--- src/rtl/sobel_conv_seq.sv ---
// Sequential 3x3 Sobel engine: accepts one window, walks the nine taps one per cycle,
// then registers a selectable saturated magnitude, an edge flag and both gradients.
module sobel_conv_seq #(
    parameter  int PIX_W = 8,
    parameter  int SHIFT = 0,
    localparam int ACC_W = PIX_W + 4
) (
    input  logic                    clk,
    input  logic                    rst,
    input  logic                    in_valid,
    output logic                    in_ready,
    input  logic [3*PIX_W-1:0]      linha1,
    input  logic [3*PIX_W-1:0]      linha2,
    input  logic [3*PIX_W-1:0]      linha3,
    input  logic [1:0]              mode,
    input  logic [PIX_W-1:0]        threshold,
    output logic                    out_valid,
    input  logic                    out_ready,
    output logic [PIX_W-1:0]        resultado,
    output logic                    edge_flag,
    output logic signed [ACC_W-1:0] gx,
    output logic signed [ACC_W-1:0] gy,
    output logic                    busy
);

    typedef enum logic [1:0] {S_IDLE, S_ACC, S_MAG, S_OUT} state_t;

    localparam logic [ACC_W:0] PIX_MAX = (ACC_W + 1)'((1 << PIX_W) - 1);

    state_t                    r_state;
    state_t                    w_state_next;
    logic [PIX_W-1:0]          r_pix [9];
    logic [3:0]                r_tap;
    logic [1:0]                r_mode;
    logic [PIX_W-1:0]          r_thr;
    logic signed [ACC_W-1:0]   r_gx_acc;
    logic signed [ACC_W-1:0]   r_gy_acc;
    logic [PIX_W-1:0]          r_res;
    logic                      r_edge;
    logic signed [ACC_W-1:0]   r_gx;
    logic signed [ACC_W-1:0]   r_gy;

    logic [3*PIX_W-1:0]        w_rows [3];
    logic [PIX_W-1:0]          w_win [9];
    logic                      w_accept;
    logic [PIX_W-1:0]          w_pix;
    logic signed [ACC_W-1:0]   w_p1;
    logic signed [ACC_W-1:0]   w_p2;
    logic signed [ACC_W-1:0]   w_gx_term;
    logic signed [ACC_W-1:0]   w_gy_term;
    logic [ACC_W-1:0]          w_ax;
    logic [ACC_W-1:0]          w_ay;
    logic [ACC_W:0]            w_mag;
    logic [ACC_W:0]            w_shifted;
    logic [PIX_W-1:0]          w_sat;

    assign w_rows[0] = linha1;
    assign w_rows[1] = linha2;
    assign w_rows[2] = linha3;

    // Unpack the window row-major; column 0 sits in the MSBs of each row.
    genvar gi;
    generate
        for (gi = 0; gi < 9; gi++) begin : g_tap
            assign w_win[gi] = w_rows[gi / 3][(2 - gi % 3) * PIX_W +: PIX_W];
        end
    endgenerate

    assign in_ready  = (r_state == S_IDLE) && rst;
    assign w_accept  = in_valid && in_ready;
    assign out_valid = (r_state == S_OUT);
    assign busy      = (r_state != S_IDLE);
    assign resultado = r_res;
    assign edge_flag = r_edge;
    assign gx        = r_gx;
    assign gy        = r_gy;

    assign w_pix = r_pix[r_tap];
    assign w_p1  = $signed({{(ACC_W - PIX_W){1'b0}}, w_pix});
    assign w_p2  = w_p1 <<< 1;

    // Gx = left column minus right column, Gy = bottom row minus top row.
    always_comb begin
        w_gx_term = '0;
        w_gy_term = '0;
        case (r_tap)
            4'd0: begin w_gx_term =  w_p1; w_gy_term = -w_p1; end
            4'd1: begin                    w_gy_term = -w_p2; end
            4'd2: begin w_gx_term = -w_p1; w_gy_term = -w_p1; end
            4'd3: begin w_gx_term =  w_p2;                    end
            4'd5: begin w_gx_term = -w_p2;                    end
            4'd6: begin w_gx_term =  w_p1; w_gy_term =  w_p1; end
            4'd7: begin                    w_gy_term =  w_p2; end
            4'd8: begin w_gx_term = -w_p1; w_gy_term =  w_p1; end
            default: ;
        endcase
    end

    assign w_ax = r_gx_acc[ACC_W-1] ? -r_gx_acc : r_gx_acc;
    assign w_ay = r_gy_acc[ACC_W-1] ? -r_gy_acc : r_gy_acc;

    always_comb begin
        w_mag = '0;
        case (r_mode)
            2'd0: w_mag = {1'b0, w_ax} + {1'b0, w_ay};
            2'd1: w_mag = {1'b0, w_ax};
            2'd2: w_mag = {1'b0, w_ay};
            2'd3: w_mag = (w_ax > w_ay) ? {1'b0, w_ax} : {1'b0, w_ay};
            default: ;
        endcase
    end

    assign w_shifted = w_mag >> SHIFT;
    assign w_sat     = (w_shifted > PIX_MAX) ? '1 : w_shifted[PIX_W-1:0];

    always_comb begin
        w_state_next = r_state;
        case (r_state)
            S_IDLE:  if (w_accept) w_state_next = S_ACC;
            S_ACC:   if (r_tap == 4'd8) w_state_next = S_MAG;
            S_MAG:   w_state_next = S_OUT;
            S_OUT:   if (out_ready) w_state_next = S_IDLE;
            default: w_state_next = S_IDLE;
        endcase
    end

    always_ff @(posedge clk) begin
        if (!rst) begin
            r_state  <= S_IDLE;
            r_tap    <= '0;
            r_gx_acc <= '0;
            r_gy_acc <= '0;
            r_res    <= '0;
            r_edge   <= 1'b0;
            r_gx     <= '0;
            r_gy     <= '0;
        end else begin
            r_state <= w_state_next;
            case (r_state)
                S_IDLE: if (w_accept) begin
                    for (int i = 0; i < 9; i++) r_pix[i] <= w_win[i];
                    r_mode   <= mode;
                    r_thr    <= threshold;
                    r_tap    <= '0;
                    r_gx_acc <= '0;
                    r_gy_acc <= '0;
                end
                S_ACC: begin
                    r_gx_acc <= r_gx_acc + w_gx_term;
                    r_gy_acc <= r_gy_acc + w_gy_term;
                    r_tap    <= r_tap + 4'd1;
                end
                S_MAG: begin
                    r_res  <= w_sat;
                    r_edge <= (w_sat >= r_thr);
                    r_gx   <= r_gx_acc;
                    r_gy   <= r_gy_acc;
                end
                default: ;
            endcase
        end
    end

endmodule

--- config.mk ---
export PLATFORM = sky130hd
export DESIGN_NAME = sobel_conv_seq
export DESIGN_NICKNAME = d
export VERILOG_FILES = /design/src/rtl/sobel_conv_seq.sv
export SDC_FILE = /design/constraint.sdc
export NUM_CORES = 1
export LEC_CHECK = 0
export ABC_CLOCK_PERIOD_IN_PS = 8400
export CAP_MARGIN = 10
export CELL_PAD_IN_SITES_DETAIL_PLACEMENT = 1
export CELL_PAD_IN_SITES_GLOBAL_PLACEMENT = 2
export CORE_MARGIN = 10
export CORE_UTILIZATION = 40
export CTS_BUF_LIST = sky130_fd_sc_hd__clkbuf_8
export DETAILED_ROUTE_END_ITERATION = 12
export HOLD_SLACK_MARGIN = 0.05
export PLACE_DENSITY = 0.91
export SLEW_MARGIN = 10
export SYNTH_ARGS = -nofsm -noshare
export SYNTH_HDL_FRONTEND = slang
export SYNTH_SLANG_ARGS = --single-unit
--- constraint.sdc ---
create_clock -name clk -period 8.4 [get_ports clk]
set_clock_uncertainty 0.05 [all_clocks]
set_input_delay 1.68 -clock clk [delete_from_list [all_inputs] [get_ports clk]]
set_output_delay 1.68 -clock clk [all_outputs]
set_load 0.005 [all_outputs]
==> impl_metrics.csv, run 1 <==
group,metric,value,unit
run_status,status,"complete, no violations",
placement,place_inst,1185,
sta,maxSlewViolCount,0,
setup_path,end_kind,"flop",
power_and_ir_drop,power.density,266,nW/µm²
setup_path,path_buf_inv,1,
run,drv_cap,0,
floorplanning,io_pins,122,
global_routing,overflow,0,
power_and_ir_drop,power.internal,1.68,mW
global_routing,antenna_found_initial,0,
setup_path,cp.required,8.65,ns
sta,final-setup-viol-count,0,
sta,fin_crit_sh,73.0,%
setup_path,criticalPathCategory,"flop to flop",
sta,timing.slew.headroom,23.6,%
synthesis,syn_nets,974,
sta,fin_setup_tns,0,ns
sta,timing.fmax,163,MHz
synthesis,ys_warn_count,0,
cells_and_area,nNetsFinal,1084,
power_and_ir_drop,netSwitchingFraction,39.5,%
floorplanning,dieHeight,167,µm
setup_path,cp_max_fo,14,
cts,clockRootBuffer,"clkbuf_8",
floorplanning,core_area,21100,µm²
cts,clk_latency,0.47,ns
synthesis,synth_flop_cell,"edfxtp_1",
routing,via_per_inst,5.38,
synthesis,synth_cell_types,74,
sta,fin_ws,2.27,ns
cts,cts_setup_buffers,0,
placement,postPlaceCellArea,10000,µm²
global_routing,grt_max_degree,73,
synthesis,synth-edff-count,82,
placement,dp_slack,2.39,ns
power_and_ir_drop,switchingPower,1.10,mW
power_and_ir_drop,clkPwrFrac,21.6,%
power_and_ir_drop,peakVddDrop,142,µV
cts,cts_resized,0,
floorplanning,die_area,27800,µm²
cells_and_area,layout-drive-gt1-share,7.64,%
placement,portBuffers,121,
cts,cts-buffers-inserted,17,
floorplanning,die_w,167,µm
synthesis,synth.yosys.seq_area_share,44.2,%
sta,tightest_slew,1.15,ns
cts,clkTransAtPathRegs,0.09,ns
setup_path,cp.arrival,6.38,ns
routing,ant_nets,0,
synthesis,synth-seq-cells,149,
cells_and_area,antennaDiodeCount,0,
cells_and_area,final.fill_count,2338,
synthesis,netlist_area,8610,µm²
cts,hold_buffers,0,
setup_path,cpMostUsedCell,"a21o_1",
global_routing,grt_pass1_wl,38.6,mm
synthesis,syn_area_per_cell,10.5,µm²
placement,gp_congestion,0.915,
cells_and_area,syn2layout_area_growth,21.4,%
global_routing,grt_pass1_vias,7161,
worst_hold_path,hp-class,"flop to flop",
setup_path,crit_slowest_cell,"a31oi_1",
power_and_ir_drop,pwr-share-seq,34.3,%
power_and_ir_drop,p_leak,4.04,nW
setup_path,cpPeakStageDelay,0.51,ns
cts,clock_path_buffers,2,
synthesis,synthArstFlopShare,0,%
cts,tritoncts,"built",
global_routing,grt.total_usage,16.9,%
routing,firstDrtPassIters,5,
setup_path,crit_chain,"or3_1 > nor4bb_1 > nand2b_1 > xnor2_1 > ha_1 > or3b_2 > nor4b_1 > nand4_1 > a31oi_1 > mux2i_1 > o311ai_1 > buf_4 > and2_1 > ha_1 > nand2b_1 > a21o_1 > a21o_1 > a21o_1 > a21o_1 > a21o_1 > a21o_1 > a21oi_1 > a21oi_1",
floorplanning,rows,53,
placement,hpwl,18.4,mm
sta,fin_crit,6.13,ns
setup_path,cp_top_family,"simple AND/OR/NAND/NOR gates",
routing,routed_wl,23.9,mm
cells_and_area,finalNonFillerCells,1217,
routing,vias,6548,
cells_and_area,design_area,10500,µm²
cts,h-tree-depth,4,
cts,clock-sinks,149,
power_and_ir_drop,combPwrFrac,44.1,%
sta,rsz0062_at_grt,"no",
routing,routedWlPerCell,19.7,µm
sta,final_hold_viol_count,0,
setup_path,start_kind,"flop",
floorplanning,start_util,40.8,%
synthesis,syn_inst,819,
routing,drc,0,
routing,drt_iter0_drc,326,
-- area by class of cell --
type	count	area, µm²	area share, %
well taps	275	344	3.29
clock buffers	17	234	2.24
clock inverters	15	198	1.89
inverters	52	195	1.87
repair buffers	127	1260	12.0
flip-flops and latches	149	3800	36.4
multi-input cells	582	4420	42.3
-- synth_stat cells, drive strengths merged (24+ instances only) --
library cell	n	area share, %
a22oi	32	2.8
nor2	82	3.6
mux2i	42	4.9
ha	66	9.6
inv	52	2.3
xnor2	34	3.5
edfxtp	82	29
nand2	52	2.3
dfxtp	67	16
a21oi	36	2.1
o21ai	36	2.3
clkbuf	24	1.1
-- registers in the layout, indices dropped and copies added, names as in the netlist, named ones only --
name and count:
r_pix 72, gx 12, gy 12, r_gx_acc 12
r_gy_acc 12, r_thr 8, resultado 8, r_tap 4
r_mode 2, r_state 2, edge_flag 1
-- power by group through the flow --
stage | Clock [mW] | Sequential, mW | Combinational (mW)
2_1_floorplan | 0 | 0.932 | 0.905
3_3_place_gp | 0 | 0.961 | 1.19
3_5_place_dp | 0 | 0.969 | 1.22
4_1_cts | 0.619 | 0.953 | 1.23
5_1_grt | 0.646 | 0.966 | 1.37
6_report | 0.598 | 0.953 | 1.22
-- logic make-up after synthesis --
logic type / synth area share [%]
AOI/OAI and AO/OA: 17.3
xor gates and xnor gates: 4.99
adders and majority gates: 10.3
buffers and inverters: 4.46
DFF: 44.2
muxes: 7.94
and+or+nand+nor: 10.8
-- layer usage --
metal,global-route usage (%),up-vias,part of all wire [%]
li1,-,3217,-
met1,19.1,3138,42
met2,29.8,169,50
met3,5.55,24,6.3
met4,4.58,0,1.3
met5,0,-,0
-- final timing paths --
kind / startpoint / end / slack, ns / cells after the start
worst max-delay path: r_gy_acc[6] / edge_flag / 2.27 / 23
worst min-delay path: gx[8] / gx[8] / 0.45 / 2
worst max register to register: r_gy_acc[6] / edge_flag / 2.27 / 23
worst min register to register: gx[8] / gx[8] / 0.45 / 2
-- stage by stage --
stage	power [mW]	utilization (%)	hold slack, ns
6_report	2.77	49.6	0.449
5_1_grt	2.98	49.6	0.484
4_1_cts	2.80	49.6	0.456
3_5_place_dp	2.19	47.5	0.435
3_3_place_gp	2.15	47.5	0.424
2_1_floorplan	1.84	-	0.435
-- worst register-to-register path, delay by kind of cell (launching register included) --
kind / cells / cell delay, ns
and+or+nand+nor: 8 / 2.49
buffers and inverters: 1 / 0.19
xor gates and xnor gates: 1 / 0.16
DFF: 1 / 0.41
adders and majority gates: 2 / 0.55
muxes: 1 / 0.26
AOI/OAI and AO/OA: 10 / 1.85
-- cells in the final DEF, fill, tap and decap left out, types with 9 or more instances in the layout --
| master | instances |
|---|---|
| clkdlybuf4s50_1 | 121 |
| nor2_1 | 82 |
| edfxtp_1 | 82 |
| dfxtp_1 | 67 |
| ha_1 | 65 |
| inv_1 | 52 |
| nand2_1 | 52 |
| mux2i_1 | 42 |
| a21oi_1 | 36 |
| xnor2_1 | 34 |
| a22oi_1 | 32 |
| o21ai_0 | 31 |
| clkbuf_8 | 17 |
| a21o_1 | 16 |
| xor2_1 | 15 |
| o21bai_1 | 14 |
| o221ai_1 | 12 |
| nor3_1 | 10 |
| nand3_1 | 9 |
No activity file was read; power rests on OpenSTA's default activity.
==> inputs of run 2 (changes only) <==
- ABC_CLOCK_PERIOD_IN_PS: 8400 -> 5200
- CORE_UTILIZATION: 40 -> 33
- PLACE_DENSITY: 0.91 -> 0.8
- clock period: 8.4 -> 5.2 ns (I/O delays scaled with it)
==> run 2 against run 1 <==
Effect of this change: worst hold slack improved by 0.0069 ns; non-clock buffer count rose by 77; critical path depth rose by 1; final cell count rose by 11%; count of clock-buffer cells in the layout did not move; highest routed layer unchanged.
==> impl_metrics.csv, run 2 (same netlist as run 1, synthesis figures left out) <==
group,metric,value,unit
setup_path,crit_slowest_cell,"or3_4",
floorplanning,dieHeight,181,µm
power_and_ir_drop,power,5.02,mW
setup_path,cpPeakStageDelay,0.40,ns
floorplanning,io_pins,122,
sta,final_hold_viol_count,0,
global_routing,grt_pass1_wl,39.7,mm
cells_and_area,final_cell_mix,"121 x clkdlybuf4s50_1, 82 x edfxtp_1, 81 x nor2_1, 81 x buf_4, 64 x dfxtp_1",
global_routing,grt_pass1_vias,7432,
run_status,status,"complete, no violations",
power_and_ir_drop,peakVddDrop,208,µV
cts,clock-sinks,149,
cts,hold_buffers,0,
cts,clockRootBuffer,"clkbuf_8",
routing,ant_nets,0,
setup_path,r2r_start,"r_gy_acc[6]",
routing,vias,6828,
routing,drc,0,
cells_and_area,final_common_cell,"clkdlybuf4s50_1",
global_routing,antenna_found_initial,0,
power_and_ir_drop,p_leak,4.49,nW
floorplanning,die_w,181,µm
setup_path,cp_top_family,"compound AO/OA/AOI/OAI gates",
cells_and_area,layout-drive-gt1-share,17.8,%
placement,gp_congestion,0.829,
setup_path,r2r_end,"edge_flag",
cts,clock_path_buffers,2,
sta,fin_crit,5.10,ns
setup_path,regToRegSetupSlack,0.10,ns
cells_and_area,syn2layout_area_growth,31.2,%
cells_and_area,largest-register,"r_pix",
sta,fin_crit_sh,98.0,%
routing,via_per_inst,5.04,
cts,clkTransAtPathRegs,0.09,ns
setup_path,start_kind,"flop",
cts,tritoncts,"built",
worst_hold_path,hold_path_depth,2,
cells_and_area,register_area,3810,µm²
sta,maxSlewViolCount,0,
setup_path,crit_chain,"or3_4 > buf_4 > o31ai_2 > xor2_1 > inv_1 > ha_4 > or3b_4 > nor4b_2 > buf_4 > nand4_1 > a31oi_4 > mux2i_1 > o311ai_2 > and2_4 > ha_4 > nand2b_4 > a21o_1 > a21o_1 > a21o_1 > a21o_1 > a21o_1 > a21o_1 > a21oi_2 > a21oi_1",
routing,routed_wl,24.9,mm
sta,timing.fmax,196,MHz
setup_path,cp.arrival,5.36,ns
setup_path,cp_max_fo,2,
cells_and_area,largest_register_ffs,72,
floorplanning,rows,59,
cells_and_area,final.fill_count,2871,
placement,portBuffers,121,
cells_and_area,multi_input_area,4630,µm²
sta,timing.slew.headroom,22.5,%
setup_path,end_kind,"flop",
worst_hold_path,whs_endpoint,"gx[11]",
cells_and_area,antennaDiodeCount,0,
setup_path,r2r_cells,24,
cells_and_area,nNetsFinal,1161,
worst_hold_path,worstHoldStart,"gx[11]",
setup_path,criticalPathCategory,"flop to flop",
cts,cts-buffers-inserted,17,
floorplanning,die_area,32900,µm²
floorplanning,core_area,25800,µm²
global_routing,grt.total_usage,14.8,%
run,drv_cap,0,
global_routing,grt_max_degree,49,
setup_path,cpMostUsedCell,"a21o_1",
setup_path,cp.required,5.46,ns
floorplanning,start_util,33.3,%
cts,h-tree-depth,4,
sta,fin_setup_tns,0,ns
routing,drt_iter0_drc,228,
setup_path,path_buf_inv,3,
routing,firstDrtPassIters,4,
sta,final-setup-viol-count,0,
worst_hold_path,hp-class,"flop to flop",
power_and_ir_drop,power.density,445,nW/µm²
cts,clk_latency,0.48,ns
sta,rsz0062_at_grt,"yes",
routing,routedWlPerCell,18.4,µm
placement,hpwl,19.3,mm
sta,tightest_slew,1.16,ns
global_routing,overflow,0,
[run 2: changes by cell type in the layout (fill, tap and decap cells not counted), moves of 3 or more]
cell,delta
xnor2_2,+4
inv_6,+4
dfxtp_1,-3
buf_4,+75
xnor2_1,-4
dfxtp_2,+3
ha_4,+3
clkinv_4,-3
ha_1,-4
[run 2: report_power, final]
group,internal (mW),leakage (nW),switching [mW],total [mW]
Combinational,1.26,2.99,1.34,2.60
Sequential,1.41,1.30,0.0798,1.49
Clock,0.401,0.202,0.538,0.939
Total,3.07,4.49,1.95,5.02
[run 2: repair_timing]
action	CTS	global route
pin swaps	14	19
gates resized for setup	15	19
endpoints found under the hold margin	0	0
endpoints found under the setup margin	1	1
buffers inserted	3	8
[run 2: worst max-delay path by stage]
| stage | cells past startpoint | endpoint | from | slack, ns |
|---|---|---|---|---|
| global route | 24 | edge_flag | r_gy_acc[6] | -0.12 |
| CTS | 23 | edge_flag | r_gy_acc[7] | 0.009 |
| finish | 24 | edge_flag | r_gy_acc[6] | 0.10 |
| floorplan | 22 | edge_flag | r_gy_acc[6] | 0.006 |
| detailed placement | 24 | edge_flag | r_gy_acc[6] | -0.22 |
| global placement | 23 | edge_flag | r_gy_acc[6] | -0.04 |
[run 2: cell type report]
type | count | share of cell area (%)
Multi-Input combinational cell | 582 | 41.0
Sequential cell | 149 | 33.7
Timing Repair Buffer | 204 | 16.4
Tap cell | 335 | 3.71
Clock buffer | 17 | 2.07
Inverter | 52 | 1.73
Clock inverter | 15 | 1.43
[run 2: worst reg2reg max path: cells and delay by family, from the launching register on]
family | cells | cell delay [ns]
AO/OA/AOI/OAI | 11 | 1.78
AND/OR/NAND/NOR | 6 | 1.47
adder cells (fa/ha/maj) | 2 | 0.43
buffers and inverters | 3 | 0.41
flip-flops | 1 | 0.33
multiplexers | 1 | 0.24
XOR/XNOR | 1 | 0.23
[run 2: routing by layer]
layer | part of all wire, % | global-route usage [%]
met3 | 5.1 | 4.17
met5 | 0 | 0
met4 | 1.4 | 4.00
met1 | 44 | 17.2
met2 | 50 | 26.1
[run 2: metrics by stage]
step / instances / area, µm² / setup WS, ns / utilization [%] / hold slack (ns)
6_report: 1354 / 11300 / 0.103 / 43.7 / 0.456
5_1_grt: 1354 / 11300 / -0.124 / 43.7 / 0.486
4_1_cts: 1346 / 11100 / 0.00936 / 43.0 / 0.463
3_5_place_dp: 1311 / 10600 / -0.224 / 41.1 / 0.440
3_3_place_gp: 1311 / 10600 / -0.0444 / 41.1 / 0.423
2_1_floorplan: 819 / 8630 / 0.00601 / - / 0.435
==> inputs of run 3 (changes only) <==
- PLACE_DENSITY: 0.8 -> 0.75
- SETUP_SLACK_MARGIN: unset -> 0.5
==> run 3 against run 2 <==
Effect of this change: first-iteration DRC count increased by 18%; die area unchanged; utilization decreased by 0.60 points; final cell count decreased by 1.7%; global-route usage decreased by 0.073 points; count of clock-buffer cells in the layout unchanged; sequential cell count unchanged; combinational power decreased by 4%; power decreased by 3.9%; fmax increased by 0.64%; critical path depth decreased by 2; register-to-register slack improved by 0.03 ns; largest power group unchanged.
==> impl_metrics.csv, run 3 (same netlist as run 1, synthesis figures left out) <==
group,metric,value,unit
cells_and_area,largest-register,"r_pix",
sta,rsz0062_at_grt,"yes",
cells_and_area,nNetsFinal,1138,
power_and_ir_drop,power,4.83,mW
routing,wl_met3,1.10,mm
global_routing,grt_max_degree,49,
floorplanning,dieHeight,181,µm
global_routing,antenna_found_initial,0,
worst_hold_path,hp-class,"flop to flop",
power_and_ir_drop,peakVddDrop,154,µV
floorplanning,die_area,32900,µm²
routing,route.met2.wl,12.6,mm
floorplanning,rows,59,
cells_and_area,final_cell_mix,"121 x clkdlybuf4s50_1, 82 x edfxtp_1, 80 x nor2_1",
placement,hpwl,19.3,mm
power_and_ir_drop,p_leak,4.36,nW
cells_and_area,layout-drive-gt1-share,16.5,%
routing,met1Wirelength,10.7,mm
sta,fin_crit_sh,97.4,%
cts,clock-sinks,149,
setup_path,crit_path_end,"edge_flag",
run_status,status,"complete, no violations",
setup_path,r2r_start,"r_gy_acc[8]",
sta,fin_ws,0.136,ns
setup_path,start_kind,"flop",
setup_path,cp_num_cells,22,
routing,vias,6727,
global_routing,grt.total_usage,14.7,%
setup_path,crit_start,"r_gy_acc[8]",
cells_and_area,antennaDiodeCount,0,
cts,tritoncts,"built",
routing,top_layer,"met4",
cells_and_area,design_area,11100,µm²
routing,routedWlPerCell,18.7,µm
setup_path,regToRegSetupSlack,0.14,ns
cells_and_area,syn2layout_area_growth,29.4,%
cts,clockRootBuffer,"clkbuf_8",
placement,portBuffers,121,
cts,h-tree-depth,4,
cts,clk_latency,0.46,ns
floorplanning,start_util,33.3,%
setup_path,crit_chain,"or3_4 > nor4bb_4 > nand2b_4 > xnor2_2 > ha_1 > or3b_4 > nor4b_4 > nand4_1 > a31oi_4 > mux2i_2 > o311ai_4 > and2_4 > ha_4 > nand2b_4 > a21o_1 > a21o_1 > a21o_1 > a21o_1 > a21o_1 > a21o_1 > a21oi_2 > a21oi_1",
cts,hold_buffers,0,
setup_path,cpPeakStageDelay,0.41,ns
floorplanning,io_pins,122,
sta,timing.slew.headroom,45.8,%
routing,firstDrtPassIters,4,
placement,dp_slack,-0.0221,ns
setup_path,cp_max_fo,3,
routing,drc,0,
sta,final-setup-viol-count,0,
cts,clkTransAtPathRegs,0.10,ns
sta,final_hold_viol_count,0,
global_routing,grt_pass1_vias,7145,
setup_path,cp.arrival,5.35,ns
cells_and_area,largest_register_ffs,72,
routing,via_per_inst,5.05,
cells_and_area,fin_util,43.1,%
cells_and_area,final_common_cell,"clkdlybuf4s50_1",
global_routing,overflow,0,
sta,fin_setup_tns,0,ns
power_and_ir_drop,power.density,433,nW/µm²
routing,ant_nets,0,
cts,cts-buffers-inserted,17,
cts,clock_path_buffers,2,
sta,timing.fmax,197,MHz
setup_path,cpMostUsedCell,"a21o_1",
sta,maxSlewViolCount,0,
sta,fin_crit,5.06,ns
setup_path,crit_slowest_cell,"or3_4",
setup_path,cp.required,5.48,ns
sta,tightest_slew,0.812,ns
global_routing,grt_pass1_wl,39.2,mm
run,drv_cap,0,
setup_path,end_kind,"flop",
placement,gp_congestion,0.833,
routing,routed_wl,24.8,mm
floorplanning,die_w,181,µm
routing,drt_iter0_drc,269,
setup_path,r2r_end,"edge_flag",
setup_path,criticalPathCategory,"flop to flop",
setup_path,cp_top_family,"simple AND/OR/NAND/NOR gates",
setup_path,r2r_cells,22,
setup_path,path_buf_inv,0,
placement,postPlaceCellArea,10500,µm²
floorplanning,core_area,25800,µm²
-- run 3: where the power goes --
part | switching [mW] | internal [mW]
Sequential | 0.0769 | 1.41
Combinational | 1.32 | 1.17
Clock | 0.502 | 0.340
-- run 3: layer usage --
| layer | up-vias | GRT usage [%] |
|---|---|---|
| met3 | 28 | 3.92 |
| met5 | - | 0 |
| met2 | 134 | 26.3 |
| met1 | 3236 | 17.0 |
| li1 | 3329 | - |
| met4 | 0 | 4.04 |
-- run 3: stage by stage --
stage,cells,hold WS (ns)
2_1_floorplan,819,0.420
3_3_place_gp,1286,0.421
3_5_place_dp,1286,0.439
4_1_cts,1326,0.461
5_1_grt,1331,0.477
6_report,1331,0.453
-- run 3: worst reg2reg max path, delay by kind of cell, from the launching register on --
family                     cells  cell delay, ns
DFF                            1            0.32
xor gates and xnor gates       1            0.07
and+or+nand+nor                8            2.20
muxes                          1            0.30
adders and majority gates      2            0.51
AOI/OAI and AO/OA             10            1.52
-- run 3: final cells by class --
class | instances | area, µm²
Multi-Input combinational cell | 582 | 4650
Fill cell | 2858 | 14700
Timing Repair Buffer | 181 | 1700
Tap cell | 335 | 419
Clock inverter | 15 | 124
Sequential cell | 149 | 3810
Clock buffer | 17 | 234
Inverter | 52 | 195
-- run 3: worst min path at each step --
| stage | start | end | slack [ns] | cells past startpoint |
|---|---|---|---|---|
| 5_1_grt | gy[0] | gy[0] | 0.48 | 2 |
| 3_5_place_dp | gy[0] | gy[0] | 0.44 | 2 |
| 4_1_cts | gy[3] | gy[3] | 0.46 | 2 |
| 2_1_floorplan | r_gy_acc[8] | r_gy_acc[8] | 0.42 | 2 |
| 3_3_place_gp | gx[8] | gx[8] | 0.42 | 2 |
| 6_report | gy[0] | gy[0] | 0.45 | 2 |
-- run 3: what timing repair did --
item / 4_1_cts / 5_1_grt
cloned: 0 / 1
setup buffers: 8 / 4
setup endpoints to repair: 2 / 3
resized for setup: 13 / 23
pin swaps: 15 / 17
